File: src/rtl/pipelined_carry_select_adder_pkg.sv
// Shared types and helpers for the pipelined carry-select adder.
// stage_t is the per-stage payload; fields are sized for the widest legal operand.
package pipelined_carry_select_adder_pkg;

  localparam int unsigned MAX_W = 64;

  typedef struct packed {
    logic             valid;
    logic             carry;
    logic [MAX_W-1:0] psum;
    logic [MAX_W-1:0] a_rem;
    logic [MAX_W-1:0] b_rem;
    logic             sub;
  } stage_t;

  function automatic int unsigned calc_nblk(input int unsigned n, input int unsigned blk);
    return (n + blk - 1) / blk;
  endfunction

endpackage

File: src/rtl/pipelined_carry_select_adder_csa_block.sv
// W-bit carry-select slice: two ripple chains (carry-in 0 and 1) and a late carry mux.
module csa_block #(
  parameter int unsigned W = 4
) (
  input  logic [W-1:0] a_i,
  input  logic [W-1:0] b_i,
  input  logic         cin_i,
  output logic [W-1:0] sum_c,
  output logic         cout_c
);

  logic [W-1:0] s0;
  logic [W-1:0] s1;
  logic [W:0]   c0;
  logic [W:0]   c1;

  // Both chains are evaluated before the real carry is known.
  always_comb begin
    s0    = '0;
    s1    = '0;
    c0    = '0;
    c1    = '0;
    c1[0] = 1'b1;
    for (int i = 0; i < int'(W); i++) begin
      s0[i]   = a_i[i] ^ b_i[i] ^ c0[i];
      c0[i+1] = (a_i[i] & b_i[i]) | (c0[i] & (a_i[i] ^ b_i[i]));
      s1[i]   = a_i[i] ^ b_i[i] ^ c1[i];
      c1[i+1] = (a_i[i] & b_i[i]) | (c1[i] & (a_i[i] ^ b_i[i]));
    end
  end

  assign sum_c  = cin_i ? s1 : s0;
  assign cout_c = cin_i ? c1[W] : c0[W];

endmodule

File: src/rtl/pipelined_carry_select_adder.sv
// Pipelined add/subtract: one carry-select block per stage, carry and operands skewed
// through the pipe, valid/ready handshake with a single global advance.
module pipelined_carry_select_adder
  import pipelined_carry_select_adder_pkg::*;
#(
  parameter int unsigned N   = 8,
  parameter int unsigned BLK = 4
) (
  input  logic         clk,
  input  logic         rst_n,
  input  logic         in_valid,
  output logic         in_ready,
  input  logic [N-1:0] a,
  input  logic [N-1:0] b,
  input  logic         cin,
  input  logic         sub,
  output logic         out_valid,
  input  logic         out_ready,
  output logic [N-1:0] sum,
  output logic         cout,
  output logic         ovf
);

  localparam int unsigned NBLK = calc_nblk(N, BLK);
  localparam int unsigned LAST = NBLK - 1;

  logic   adv_c;
  stage_t head_c;
  stage_t tail_d;
  stage_t tail_q;
  logic   ovf_q;

  assign adv_c    = out_ready || !out_valid;
  assign in_ready = adv_c;

  // Stage-0 payload: subtract is a + ~b + 1, so cin is dropped when sub=1.
  always_comb begin
    head_c       = '0;
    head_c.valid = in_valid;
    head_c.carry = sub ? 1'b1 : cin;
    head_c.a_rem = MAX_W'(a);
    head_c.b_rem = MAX_W'(sub ? ~b : b);
    head_c.sub   = sub;
  end

  genvar k;
  generate
    for (k = 0; k < int'(NBLK); k++) begin : g_stage
      localparam int unsigned LO = k * BLK;
      localparam int unsigned W  = (k == int'(LAST)) ? (N - LO) : BLK;

      stage_t       src_c;
      stage_t       stage_d;
      stage_t       stage_q;
      logic [W-1:0] blk_sum_c;
      logic         blk_cout_c;

      if (k == 0) begin : g_head
        assign src_c = head_c;
      end else begin : g_link
        assign src_c = g_stage[k-1].stage_q;
      end

      csa_block #(.W(W)) u_blk (
        .a_i    (src_c.a_rem[LO +: W]),
        .b_i    (src_c.b_rem[LO +: W]),
        .cin_i  (src_c.carry),
        .sum_c  (blk_sum_c),
        .cout_c (blk_cout_c)
      );

      always_comb begin
        stage_d               = src_c;
        stage_d.psum[LO +: W] = blk_sum_c;
        stage_d.carry         = blk_cout_c;
      end

      always_ff @(posedge clk or negedge rst_n) begin
        if (!rst_n) begin
          stage_q <= '0;
        end else if (adv_c) begin
          stage_q <= stage_d;
        end
      end
    end
  endgenerate

  assign tail_d = g_stage[LAST].stage_d;
  assign tail_q = g_stage[LAST].stage_q;

  // Overflow needs the full top-block sum, so it is registered beside the last stage.
  always_ff @(posedge clk or negedge rst_n) begin
    if (!rst_n) begin
      ovf_q <= 1'b0;
    end else if (adv_c) begin
      ovf_q <= (tail_d.a_rem[N-1] == tail_d.b_rem[N-1]) &&
               (tail_d.psum[N-1] != tail_d.a_rem[N-1]);
    end
  end

  assign out_valid = tail_q.valid;
  assign sum       = tail_q.psum[N-1:0];
  assign cout      = tail_q.carry;
  assign ovf       = ovf_q;

endmodule

File: config.mk
export PLATFORM = sky130hd
export DESIGN_NAME = pipelined_carry_select_adder
export DESIGN_NICKNAME = d
export VERILOG_FILES = /design/src/rtl/pipelined_carry_select_adder_pkg.sv /design/src/rtl/pipelined_carry_select_adder_csa_block.sv /design/src/rtl/pipelined_carry_select_adder.sv
export SDC_FILE = /design/constraint.sdc
export NUM_CORES = 1
export LEC_CHECK = 0
export BUFFER_PORTS_ARGS = -buffer_cell sky130_fd_sc_hd__buf_4
export CAP_MARGIN = 0
export CORE_UTILIZATION = 40
export DETAILED_ROUTE_END_ITERATION = 7
export PLACE_DENSITY = 0.73
export SYNTH_ARGS = -nofsm -noshare
export SYNTH_HDL_FRONTEND = slang
export SYNTH_SLANG_ARGS = --single-unit
File: constraint.sdc
create_clock -name clk -period 2.7 [get_ports clk]
set_input_delay 0.27 -clock clk [delete_from_list [all_inputs] [get_ports clk]]
set_output_delay 0.27 -clock clk [all_outputs]
set_load 0.01 [all_outputs]
* Word-level counts from Yosys, hierarchy flattened
Cells that the tools add are included.
Cells by class: $lt $le $gt $ge 0, reductions and logical operators 3, mux-type cells 6, multipliers 0, add/sub/neg operators 0, shift operators 0, divide/modulo/power cells 0, bitwise logic cells 57, equality and inequality tests 2
Operators with widths (number):
- $and A1 B1 Y1 | 20
- $xor A1 B1 Y1 | 20
- $or A1 B1 Y1 | 14
- $mux W4 | 2
- $mux W8 | 1
- $not A8 Y8 | 1
- $mux W1 | 3
- $not A1 Y1 | 2
- $eq A1 B1 Y1 | 1
- $logic_and A1 B1 Y1 | 1
- $logic_not A1 Y1 | 1
- $logic_or A1 B1 Y1 | 1
- $ne A1 B1 Y1 | 1
Storage, ports and cells: memory bits (writable) 0, word-level logic and storage cells 77, input port bits 22, output and inout bits 12, register bits 33, memories 0, latch bits 0, bits in read-only memories 0

* Depth between registers and ports, before layout
word-level depth 11, depth in mapped cells 11, gate-level depth less buffers 11

* By module
Synthesis repeated with hierarchy kept, for this count alone.
Unflattened totals: cells, all modules 105, area total of the unflattened synthesis 1405.1 um^2
By module, submodules not included:
- pipelined_carry_select_adder | cells each 67, times used 1, area an instance 1117.3 um^2
- csa_block | cells each 19, times used 2, area an instance 143.9 um^2

* Least setup slack after synthesis
Ideal clock, no wire load.
path type input -> register, start point in sub, end point reg g_stage[0].stage_q[132] in the netlist's numbering, library setup time 0.125 ns, slack 0.086 ns, stages 11, arrival 2.489 ns, data required time 2.575 ns, buffers on the path 1, cells stage by stage buf_2 -> xor2_1 -> inv_1 -> ha_1 -> o21ai_0 -> o31ai_1 -> fa_1 -> fa_1 -> inv_1 -> fa_1 -> mux2_4
On the way: cells in the longest elaborated chain, start to end 9, elaborated cells between the ends (all ways) 21, those cells by class 3 x mux; 18 x bitwise
RTL lines:
- start, declared | line pipelined_carry_select_adder.sv:16 | input logic sub,
- $mux W8 | line pipelined_carry_select_adder.sv:42 | head_c.b_rem = MAX_W'(sub ? ~b : b);
- $and A1 B1 Y1 or $xor A1 B1 Y1 (tied branches)
- $or A1 B1 Y1 | line pipelined_carry_select_adder_csa_block.sv:28 | c1[i+1] = (a_i[i] & b_i[i]) | (c1[i] & (a_i[i] ^ b_i[i]));
- $and A1 B1 Y1 | line pipelined_carry_select_adder_csa_block.sv:28
- $or A1 B1 Y1 | line pipelined_carry_select_adder_csa_block.sv:28
- $and A1 B1 Y1 | line pipelined_carry_select_adder_csa_block.sv:28
- $or A1 B1 Y1 | line pipelined_carry_select_adder_csa_block.sv:28
- $xor A1 B1 Y1 | line pipelined_carry_select_adder_csa_block.sv:27 | s1[i] = a_i[i] ^ b_i[i] ^ c1[i];
- $mux W4 (*) | line pipelined_carry_select_adder_csa_block.sv:32 | assign sum_c = cin_i ? s1 : s0;
- via g_stage[0].blk_sum_c[3] | line pipelined_carry_select_adder.sv:55 | logic [W-1:0] blk_sum_c;
- end signal, assigned | line pipelined_carry_select_adder.sv:82 | stage_q <= stage_d;
- end, declared | line pipelined_carry_select_adder.sv:54 | stage_t stage_q;
The timed path passes the listed nets; every way through them passes the cells marked *. A chain may end at the register's enable or synchronous reset.

* Worst setup path after layout
start point reg g_stage[0].stage_q[69] in the netlist's numbering, end point reg ovf_q, in the netlist ovf
On the way: cells in the longest elaborated chain, start to end 10, elaborated cells between the ends (all ways) 16, those cells by class 1 x eq/ne; 1 x mux; 13 x bitwise; 1 x reduce/logical
RTL lines:
- $and A1 B1 Y1 or $xor A1 B1 Y1 (tied branches)
- $or A1 B1 Y1 | line pipelined_carry_select_adder_csa_block.sv:28
- $and A1 B1 Y1 | line pipelined_carry_select_adder_csa_block.sv:28
- $or A1 B1 Y1 | line pipelined_carry_select_adder_csa_block.sv:28
- $and A1 B1 Y1 | line pipelined_carry_select_adder_csa_block.sv:28
- $or A1 B1 Y1 | line pipelined_carry_select_adder_csa_block.sv:28
- $xor A1 B1 Y1 | line pipelined_carry_select_adder_csa_block.sv:27
- $mux W4 (*) | line pipelined_carry_select_adder_csa_block.sv:32
- $ne A1 B1 Y1 (*) | line pipelined_carry_select_adder.sv:97 | (tail_d.psum[N-1] != tail_d.a_rem[N-1]);
- $logic_and A1 B1 Y1 (*) | line pipelined_carry_select_adder.sv:96 | ovf_q <= (tail_d.a_rem[N-1] == tail_d.b_rem[N-1]) &&
- end signal, assigned | line pipelined_carry_select_adder.sv:96
- end, declared | line pipelined_carry_select_adder.sv:31 | logic ovf_q;
Every way passes the cells marked *; elsewhere a longest branch is shown, timed or not.

==> run metrics <==
WHS Path Cells 2; Residual DRC 0; Clock Path Buffers 2; worst skew pair latency 320 ps; post-route setup TNS 0 ps; Final Slew Violations 0; Hold Crit Class in -> reg; Reg2Reg Depth 9; final critical-path share of the clock period 0.895; clock sink count 25; initial DRC count 20; CTS tree yes; Die Area 3590 um^2; clock skew 5.10 ps; Unique masters post-synth 22; Peak supply drop 0.000207 V; largest net degree at the start of global routing 26; GR Util All Layers 0.150; flip-flop and latch area 626 um^2; first-pass GRT wire length 3870 um; slack of the critical path 283 ps; hpwl dp 1750 um; Root Buffer clkbuf_4; Startpoint Class flop; worst-path maximum fanout 3; Tot Pwr 0.00114 W; Post-Synthesis Cells 102; Area Growth Syn to Fin 24.3%; slowest cell on the critical path fa_1; Final nets 172; Worst-path clk slew 130 ps; Avg Vias per Cell 4.69; antenna fix cells 0; status completed; Max Freq 414 MHz; Num CTS Buffers 3; Starting Density 0.429; CP endpoint kind flop; sequential fraction of the synthesis area 0.466; CTS resizes 0; CP required 2920 ps; Die Span X 59.9 um; Site Rows 20; multi-input combinational cell area 642 um^2; total number of vias 853; endpoints failing setup 0; Final Hold Viols 0; total wire length 2390 um; Wirelength per Cell 13.2 um; syn avg cell area 13.1 um^2; min Tclk post-route 2420 ps; Max-Cap Viols 0; type of the worst setup path reg -> reg; Place WS 98.9 ps; Syn Std Cell Area 1340 um^2; gpl congestion 0.706; Leakage Power 0.824 nW; initial antenna violation count 0; Overflow after GRT 0; syn_nets 135; Post-CTS Setup Bufs 0; most frequent CP cell fa_1; unrepaired setup endpoints after global routing false; max incr delay on CP 440 ps; Slew @ Worst Pin 597 ps; # IOs 34; H-tree depth 1; number of synthesis warnings 0; Antenna Violating Nets Remaining 0; post-route design area 1670 um^2; relative slew slack 0.601; buffers added on ports 33; core area 3130 um^2; Pre-antenna DRT Iters 4; crit path DAT 2640 ps; Power Dens Cells 687 nW/um^2; CP Cell Sequence ha_1 -> o21ai_0 -> fa_1 -> inv_1 -> fa_1 -> inv_1 -> fa_1 -> xor2_1 -> o31ai_1; Synth Register Bits 25; filler instances 273; chip height 59.9 um; Post-DP Area 1630 um^2; vias in the first global route 891; share of cells above drive strength 1 0.384
## worst max-delay path, delay by kind of cell (launching register included)
family,cells,cell delay (ps)
flops,1,430
buf+inv,2,140
fa+ha+maj,4,1180
xor+xnor,1,180
compound gates,2,410
## cells in the mapped netlist
cell / instances / area share
dfrtp_1: 25 / 0.47
inv_1: 13 / 0.036
mux2_4: 10 / 0.11
fa_1: 6 / 0.090
a21oi_1: 5 / 0.019
ha_1: 5 / 0.047
nor3b_1: 5 / 0.028
xnor2_1: 5 / 0.033
xor2_1: 5 / 0.033
mux2_2: 4 / 0.034
mux2i_1: 3 / 0.022
o31ai_1: 3 / 0.017
buf_2: 2 / 0.0075
nand3b_1: 2 / 0.011
o21ai_0: 2 / 0.0075
buf_6: 1 / 0.0084
inv_2: 1 / 0.0028
nand2_1: 1 / 0.0028
nand2b_1: 1 / 0.0047
nor2b_4: 1 / 0.010
nor3_1: 1 / 0.0037
o21a_1: 1 / 0.0056
## per-layer routing
layer / GRT usage / share of wire / vias up
li1: - / - / 405
met1: 0.173 / 0.45 / 422
met2: 0.268 / 0.49 / 22
met3: 0.0238 / 0.046 / 4
met4: 0.0698 / 0.017 / 0
met5: 0 / 0 / -
## report_power, final
part           internal (W)  switching [W]  total (W)  leakage, nW
Combinational      0.000252       0.000180   0.000431        0.520
Sequential         0.000479      0.0000671   0.000546        0.289
Clock             0.0000578       0.000109   0.000167       0.0150
Total              0.000788       0.000356    0.00114        0.824
## registers in the layout (all words and copies together), names as in the netlist
name / flops
sum: 8
cout: 1
out_valid: 1
g_stage.stage_q: 14
ovf: 1
## stage by stage
stage	hold WS, ps	std cells	utilization
after floorplan	-25.6	102	-
after global placement	188	177	0.521
after detailed placement	196	177	0.521
after CTS	159	182	0.533
after global routing	149	182	0.533
final	169	182	0.533
## path summary, 6_finish.rpt
kind / slack, ps / from / end
setup / recovery: 280 / g_stage[0].stage_q[69] / ovf
hold / removal: 170 / a[5] / g_stage[0].stage_q[70]
setup reg to reg: 280 / g_stage[0].stage_q[69] / ovf
hold reg to reg: 490 / g_stage[0].stage_q[194] / out_valid
max in group asynchronous: 2070 / rst_n / g_stage[0].stage_q[7]
min in group asynchronous: 390 / rst_n / sum[0]
## kinds of logic after synthesis
| group | share of synthesized area |
|---|---|
| flip-flops | 0.466 |
| buffers and inverters | 0.0550 |
| multiplexers | 0.168 |
| AO/OA/AOI/OAI | 0.0485 |
| adder cells (fa/ha/maj) | 0.136 |
| AND/OR/NAND/NOR | 0.0606 |
| XOR/XNOR | 0.0653 |
## placed cells by master, fill, tap and decap left out
cell type / n
a21oi_1: 5
buf_4: 34
clkbuf_1: 1
clkbuf_4: 3
dfrtp_1: 25
dlygate4sd3_1: 1
fa_1: 6
ha_1: 5
inv_1: 13
inv_2: 1
mux2_2: 4
mux2_4: 10
mux2i_1: 3
nand2_1: 1
nand2b_1: 1
nand3b_1: 2
nor2b_4: 1
nor3_1: 1
nor3b_1: 5
o21a_1: 1
o21ai_0: 2
o31ai_1: 3
xnor2_1: 5
xor2_1: 5
## repair_timing
action | in CTS | in global routing
setup endpoints to repair | 0 | 0
endpoints found under the hold margin | 25 | 0
hold buffers | 1 | 0
## layout make-up
type | count | area share
multi-input cells | 60 | 0.385
flip-flops and latches | 25 | 0.375
repair buffers | 35 | 0.159
well taps | 44 | 0.0330
inverters | 14 | 0.0315
clock buffers | 4 | 0.0158
Power figures use the tool's default switching activity.
